[src/rtl/lsu_pkg.sv]
// Shared definitions for the load/store sequencer.
// Holds the access-size encodings, the controller state type, and the
// alignment/legality check used when a request is accepted.
package lsu_pkg;

    localparam logic [1:0] SZ_B = 2'b00;
    localparam logic [1:0] SZ_H = 2'b01;
    localparam logic [1:0] SZ_W = 2'b10;

    typedef enum logic [2:0] {
        ST_IDLE,
        ST_LOAD,
        ST_RMW_RD,
        ST_WRITE,
        ST_RESP
    } state_e;

    // Returns 1 when the access cannot be performed: a half on an odd address,
    // a word that is not 4-byte aligned, or the reserved size encoding.
    function automatic logic access_bad(input logic [1:0] size, input logic [1:0] lo);
        logic bad;
        case (size)
            SZ_B:    bad = 1'b0;
            SZ_H:    bad = lo[0];
            SZ_W:    bad = (lo != 2'b00);
            default: bad = 1'b1;
        endcase
        return bad;
    endfunction

endpackage

[src/rtl/lsu_align.sv]
// Lane steering between a 32-bit little-endian memory word and a request.
//   mem_word_i  word read from memory
//   addr_lo_i   byte offset within the word
//   size_i      access size (byte/half/word)
//   uns_i       1 = zero-extend loads, 0 = sign-extend
//   st_data_i   right-aligned store data
//   ld_data_o   extracted and extended load value
//   st_word_o   memory word with the addressed byte/half replaced
module lsu_align
    import lsu_pkg::*;
(
    input  logic [31:0] mem_word_i,
    input  logic [1:0]  addr_lo_i,
    input  logic [1:0]  size_i,
    input  logic        uns_i,
    input  logic [31:0] st_data_i,
    output logic [31:0] ld_data_o,
    output logic [31:0] st_word_o
);

    logic [31:0] shifted;
    logic [7:0]  lane_b;
    logic [15:0] lane_h;

    assign shifted = mem_word_i >> {addr_lo_i, 3'b000};
    assign lane_b  = shifted[7:0];
    assign lane_h  = addr_lo_i[1] ? mem_word_i[31:16] : mem_word_i[15:0];

    always_comb begin
        ld_data_o = mem_word_i;
        case (size_i)
            SZ_B:    ld_data_o = {{24{lane_b[7] & ~uns_i}}, lane_b};
            SZ_H:    ld_data_o = {{16{lane_h[15] & ~uns_i}}, lane_h};
            default: ld_data_o = mem_word_i;
        endcase
    end

    always_comb begin
        st_word_o = mem_word_i;
        case (size_i)
            SZ_B:    st_word_o[{addr_lo_i, 3'b000} +: 8] = st_data_i[7:0];
            SZ_H: begin
                if (addr_lo_i[1]) st_word_o[31:16] = st_data_i[15:0];
                else              st_word_o[15:0]  = st_data_i[15:0];
            end
            default: st_word_o = st_data_i;
        endcase
    end

endmodule

[src/rtl/lsu_ctrl.sv]
// Load/store sequencer in front of a 32-bit word memory.
// Accepts byte/half/word loads and stores on a valid/ready handshake, issues
// word-aligned memory reads/writes (read-modify-write for sub-word stores)
// and returns extended load data or an error flag on a held response.
//   clk, rst_n                          clock, async active-low reset
//   req_valid/req_ready                 request handshake
//   req_write/size/unsigned/addr/wdata  request fields
//   rsp_valid/rsp_ready                 response handshake
//   rsp_rdata, rsp_err                  load result, misalign/illegal flag
//   mem_addr/wdata/read/write/rdata     word memory interface
//
// state     | meaning
// ----------+-----------------------------------------------
// ST_IDLE   | ready for a request
// ST_LOAD   | memory read, capture extended lane
// ST_RMW_RD | memory read, merge sub-word store data
// ST_WRITE  | one-cycle memory write of the buffered word
// ST_RESP   | response held until rsp_ready
module lsu_ctrl
    import lsu_pkg::*;
#(
    parameter int ADDR_W = 32,
    parameter int SIZE_W = 2
) (
    input  logic              clk,
    input  logic              rst_n,
    input  logic              req_valid,
    output logic              req_ready,
    input  logic              req_write,
    input  logic [SIZE_W-1:0] req_size,
    input  logic              req_unsigned,
    input  logic [ADDR_W-1:0] req_addr,
    input  logic [31:0]       req_wdata,
    output logic              rsp_valid,
    input  logic              rsp_ready,
    output logic [31:0]       rsp_rdata,
    output logic              rsp_err,
    output logic [ADDR_W-1:0] mem_addr,
    output logic [31:0]       mem_wdata,
    output logic              mem_read,
    output logic              mem_write,
    input  logic [31:0]       mem_rdata
);

    state_e            state_q, state_d;
    logic              write_q, write_d;
    logic [1:0]        size_q, size_d;
    logic              uns_q, uns_d;
    logic [ADDR_W-1:0] addr_q, addr_d;
    logic [31:0]       wdata_q, wdata_d;
    logic [31:0]       wbuf_q, wbuf_d;
    logic [31:0]       rdata_q, rdata_d;
    logic              err_q, err_d;

    logic [31:0]       ld_data;
    logic [31:0]       st_word;

    lsu_align u_align (
        .mem_word_i (mem_rdata),
        .addr_lo_i  (addr_q[1:0]),
        .size_i     (size_q),
        .uns_i      (uns_q),
        .st_data_i  (wdata_q),
        .ld_data_o  (ld_data),
        .st_word_o  (st_word)
    );

    always_ff @(posedge clk or negedge rst_n) begin
        if (!rst_n) begin
            state_q <= ST_IDLE;
            write_q <= 1'b0;
            size_q  <= 2'b00;
            uns_q   <= 1'b0;
            addr_q  <= '0;
            wdata_q <= '0;
            wbuf_q  <= '0;
            rdata_q <= '0;
            err_q   <= 1'b0;
        end else begin
            state_q <= state_d;
            write_q <= write_d;
            size_q  <= size_d;
            uns_q   <= uns_d;
            addr_q  <= addr_d;
            wdata_q <= wdata_d;
            wbuf_q  <= wbuf_d;
            rdata_q <= rdata_d;
            err_q   <= err_d;
        end
    end

    always_comb begin
        state_d = state_q;
        write_d = write_q;
        size_d  = size_q;
        uns_d   = uns_q;
        addr_d  = addr_q;
        wdata_d = wdata_q;
        wbuf_d  = wbuf_q;
        rdata_d = rdata_q;
        err_d   = err_q;

        case (state_q)
            ST_IDLE: begin
                if (req_valid) begin
                    write_d = req_write;
                    size_d  = req_size;
                    uns_d   = req_unsigned;
                    addr_d  = req_addr;
                    wdata_d = req_wdata;
                    rdata_d = '0;
                    err_d   = 1'b0;
                    if (access_bad(req_size, req_addr[1:0])) begin
                        err_d   = 1'b1;
                        state_d = ST_RESP;
                    end else if (!req_write) begin
                        state_d = ST_LOAD;
                    end else if (req_size == SZ_W) begin
                        wbuf_d  = req_wdata;
                        state_d = ST_WRITE;
                    end else begin
                        state_d = ST_RMW_RD;
                    end
                end
            end
            ST_LOAD: begin
                rdata_d = ld_data;
                state_d = ST_RESP;
            end
            ST_RMW_RD: begin
                wbuf_d  = st_word;
                state_d = ST_WRITE;
            end
            ST_WRITE: begin
                state_d = ST_RESP;
            end
            ST_RESP: begin
                if (rsp_ready) state_d = ST_IDLE;
            end
            default: state_d = ST_IDLE;
        endcase
    end

    // Strobes decode from the state register only, so reset removes them
    // asynchronously along with the state.
    assign req_ready = (state_q == ST_IDLE);
    assign rsp_valid = (state_q == ST_RESP);
    assign mem_read  = (state_q == ST_LOAD) || (state_q == ST_RMW_RD);
    assign mem_write = (state_q == ST_WRITE);
    assign mem_addr  = {addr_q[ADDR_W-1:2], 2'b00};
    assign mem_wdata = wbuf_q;
    assign rsp_rdata = rdata_q;
    assign rsp_err   = err_q;

endmodule

[config.mk]
export PLATFORM = sky130hd
export DESIGN_NAME = lsu_ctrl
export DESIGN_NICKNAME = d
export VERILOG_FILES = /design/src/rtl/lsu_pkg.sv /design/src/rtl/lsu_align.sv /design/src/rtl/lsu_ctrl.sv
export SDC_FILE = /design/constraint.sdc
export NUM_CORES = 1
export LEC_CHECK = 0
export BUFFER_PORTS_ARGS = -buffer_cell sky130_fd_sc_hd__buf_2
export CAP_MARGIN = 20
export CORE_MARGIN = 4
export CORE_UTILIZATION = 53
export CTS_CLUSTER_SIZE = 14
export DETAILED_ROUTE_END_ITERATION = 8
export PLACE_DENSITY = 0.81
export SLEW_MARGIN = 20
export SYNTH_ARGS = -nofsm -noshare
export SYNTH_HDL_FRONTEND = slang
export SYNTH_SLANG_ARGS = --single-unit
[constraint.sdc]
create_clock -name clk -period 2.98 [get_ports clk]
set_input_delay 0.447 -clock clk [delete_from_list [all_inputs] [get_ports clk]]
set_output_delay 0.447 -clock clk [all_outputs]
set_load 0.02 [all_outputs]
==> impl_results.md <==
- Outcome: finished, final reports clean
- CP Launch Type: flip-flop
- Initial core utilization: 0.540
- Gpl congestion: 0.933
- PostCTS Resize Cnt: 0
- Crit Path Max Fanout: 13
- Max clock buf depth: 2
- R2R Setup Slk: between 0.5 and 0.6 ns
- Sequential group share of total power: 0.322
- Achievable Freq: around 410 MHz
- Design Power: ~10 mW
- RSZ-0062 raised after global routing: false
- Starting DRT DRC Count: roughly 730
- Remaining antenna violation count after routing: 0
- Share of cells above drive strength 1: 0.291
- Worst flop-to-flop path startpoint: state_q[0]$_DFFE_PN0P_
- CP required: 2.53 ns
- P_sw: between 4 and 5 mW
- Worst slew pin tran: 0.801 ns
- Clock Skews: ~0.011 ns
- DR vias: 6654
- WL/cell: between 15 and 20 um
- TritonCTS clock tree: done
- Period utilization: 0.809
- Yosys cell types: ~60
- FP Rows: 42
- TritonCTS Buffers: 17
- Ys Warns: 0
- Clock period minus worst slack: 2.41 ns
- Die W: approximately 120 um
- Hold Path Stages: 3
- Area after DPL: roughly 8000 um2
- Combinational Power Share: 0.463
- DRC Markers: 0
- Main combinational cell family by area after synthesis: compound AO/OA/AOI/OAI gates
- WL final: between 20 and 25 mm
- Initial antenna violation count: 2
- Worst rel slew slack: 0.466
- CTS root buf: clkbuf_16
- Switching share of total power: 0.438
- RR Endpoint: rsp_rdata[23]$_DFFE_PN0P_
- Top FF cell, synth: dfrtp_1
- Seq/Total Area, Yosys: 0.474
- Die Area: ~15000 um2
- Hold Violations, Final: 0
- Compound-gate portion of the synthesized area: 0.219
- Pwr/cell area: roughly 1200 nW/um2
- Largest net degree at the start of global routing: 72
- Setup ws final: 0.570 ns
- PortBufs: 202
- Post-synthesis xor/xnor area fraction: 0
- Static Leak: approximately 4.3 nW
- Post-synth EDFFs: 0
- First-pass GRT wire length: 33.0 mm
- Worst EP arrival: roughly 2.0 ns
- Placed Cells: ~1100
- Core Footprint: 13200 um2
- Reg2Reg Depth: 4
- End-of-flow core utilization: 0.660
- Clock share of power: 0.215
- Vias per inst: approximately 5.9
- Htree depth: 4
- Fin. max-slew vios: 0
- First-pass detailed-route iteration total: 5
- Area delta synth->final: 22.0%
- CTS Sinks: about 140
- Leading area contributor after synthesis: dfrtp_1
- Nets: 1044
- Worst slack, placed: approximately 0.6 ns
- Synth top area cells: dfrtp_1 47%, nand2_1 12%, o21ai_0 4.4%, buf_4 3.6%, a221o_1 2.4%
- Fin cells: 1125
- Hpwl dp: ~15 mm
- Max-cap check violation count: 0
- Hold Path End: addr_q[7]$_DFFE_PN0P_
- Final Cell Area: a little under 9000 um2
- Synth Area in Adders: 0.00878
- Cell count after synthesis: 783
- Hold WC Path Type: input port to flip-flop
- IO Pins: approximately 210
- Vias in the first global route: slightly above 6000
- Final-report setup violation count: 0
- Internal power: 5.86 mW
- Critical path class: flip-flop to primary output
- Syn avg cell area: between 9 and 10 um2
- #FFs+latches synth: between 100 and 150
- Post-Syn Area: about 7000 um2
- FFs w/ async S/R, synth: 1.00
- Most common cell after layout, fill and taps aside: nand2_1
- All-Layer GR Usage: 0.281
- Hold_sp: req_addr[7]
- Height of the die: around 120 um
- GRT overflow: 0
- Sum of negative setup slack: 0 ns
- Simple-gate portion of the synthesized area: 0.178
- Worst skew pair latency: roughly 0.42 ns
- Clock-pin slew on the worst setup and hold paths: 0.06 ns
- Mux contribution to synthesized area: 0.0377
- Worst VDD drop: between 0.0004 and 0.0005 V
- Area share of the largest cell type after synthesis: 0.474
- Most frequent cells in the layout: 219 x nand2_1, 201 x buf_2, 135 x dfrtp_1, 63 x o21ai_0, 39 x nor2_1
- Crit. End Element: primary output
- Min Hold Slack: between 0.2 and 0.25 ns
## synthesized netlist by cell type (2+ instances only)
master       n
a21oi_1     12
a221o_1     17
a221oi_1    15
a22o_1      15
a22oi_1      8
a31oi_1      3
a32o_1       7
and3_1       2
buf_1        6
buf_2       10
buf_4       34
buf_6        5
clkbuf_1    37
clkinv_1     2
dfrtp_1    135
ha_1         5
inv_1       15
mux2i_1     10
mux4_2       7
nand2_1    219
nand2b_1     5
nand3_1      8
nand4_1      8
nor2_1      39
nor2b_1      2
nor3_1       5
o2111ai_1    8
o211ai_1     7
o21ai_0     63
o221ai_1     7
o22a_1       7
o22ai_1      7
o2bb2ai_1    7
o311ai_0     2
o31ai_1     16
o32ai_1      2
or2_2        3
or3_1        2
## layout make-up
cell class,count,area [um2]
multi-input combinational,540,3180
clock inverter,12,174
tap,176,220
fill,1098,4490
antenna,1,2.50
timing repair buffer,224,1210
sequential,135,3380
inverter,17,63.8
clock buffer,20,467
## flip-flops by register name, summed over array words and instances, names as in the netlist
register	cells
addr_q	32
wdata_q	32
rsp_rdata	32
mem_wdata	32
rsp_err	1
uns_q	1
state_q	3
size_q	2
## what timing repair did
action	4_1_cts	5_1_grt
buffers inserted	0	0
setup endpoints to repair	0	0
hold buffers	1	0
endpoints found under the hold margin	49	0
## worst max-delay path by stage
stage | startpoint | end | slack (ns) | cells past startpoint
2_1_floorplan | addr_q[1]$_DFFE_PN0P_ | mem_wdata[0]$_DFFE_PN0P_ | 0.53 | 9
3_3_place_gp | state_q[1]$_DFFE_PN0P_ | mem_wdata[14]$_DFFE_PN0P_ | 0.74 | 4
3_5_place_dp | state_q[0]$_DFFE_PN0P_ | mem_wdata[30]$_DFFE_PN0P_ | 0.61 | 4
4_1_cts | state_q[1]$_DFFE_PN0P_ | mem_read | 0.58 | 3
5_1_grt | state_q[0]$_DFFE_PN0P_ | rsp_rdata[24]$_DFFE_PN0P_ | 0.35 | 4
6_report | state_q[1]$_DFFE_PN0P_ | mem_read | 0.57 | 3
## critical path, cell delays in order, from the launching register on
cell	delay, ns
dfrtp_1	0.63
or3b_1	0.58
nand2_1	0.16
buf_2	0.17
## power groups by stage
stage	combinational, mW	clock [mW]	sequential (mW)
2_1_floorplan	3.30	0	3.55
3_3_place_gp	4.67	0	3.33
6_report	4.83	2.25	3.35
5_1_grt	5.29	2.35	3.44
4_1_cts	4.82	2.27	3.33
3_5_place_dp	4.80	0	3.34
## cell families after synthesis
logic type	count (synthesis)
other cells	1
buf+inv	109
simple gates	302
mux	18
compound gates	213
fa+ha+maj	5
flops	135
## metal layers
| layer | up-vias | share of wire | global-route usage |
|---|---|---|---|
| met3 | 55 | 0.11 | 0.0740 |
| li1 | 3065 | - | - |
| met5 | - | 0.00032 | 0 |
| met4 | 2 | 0.030 | 0.110 |
| met2 | 383 | 0.45 | 0.421 |
| met1 | 3149 | 0.41 | 0.393 |
Note: power is estimated with default switching activity, not from simulation.
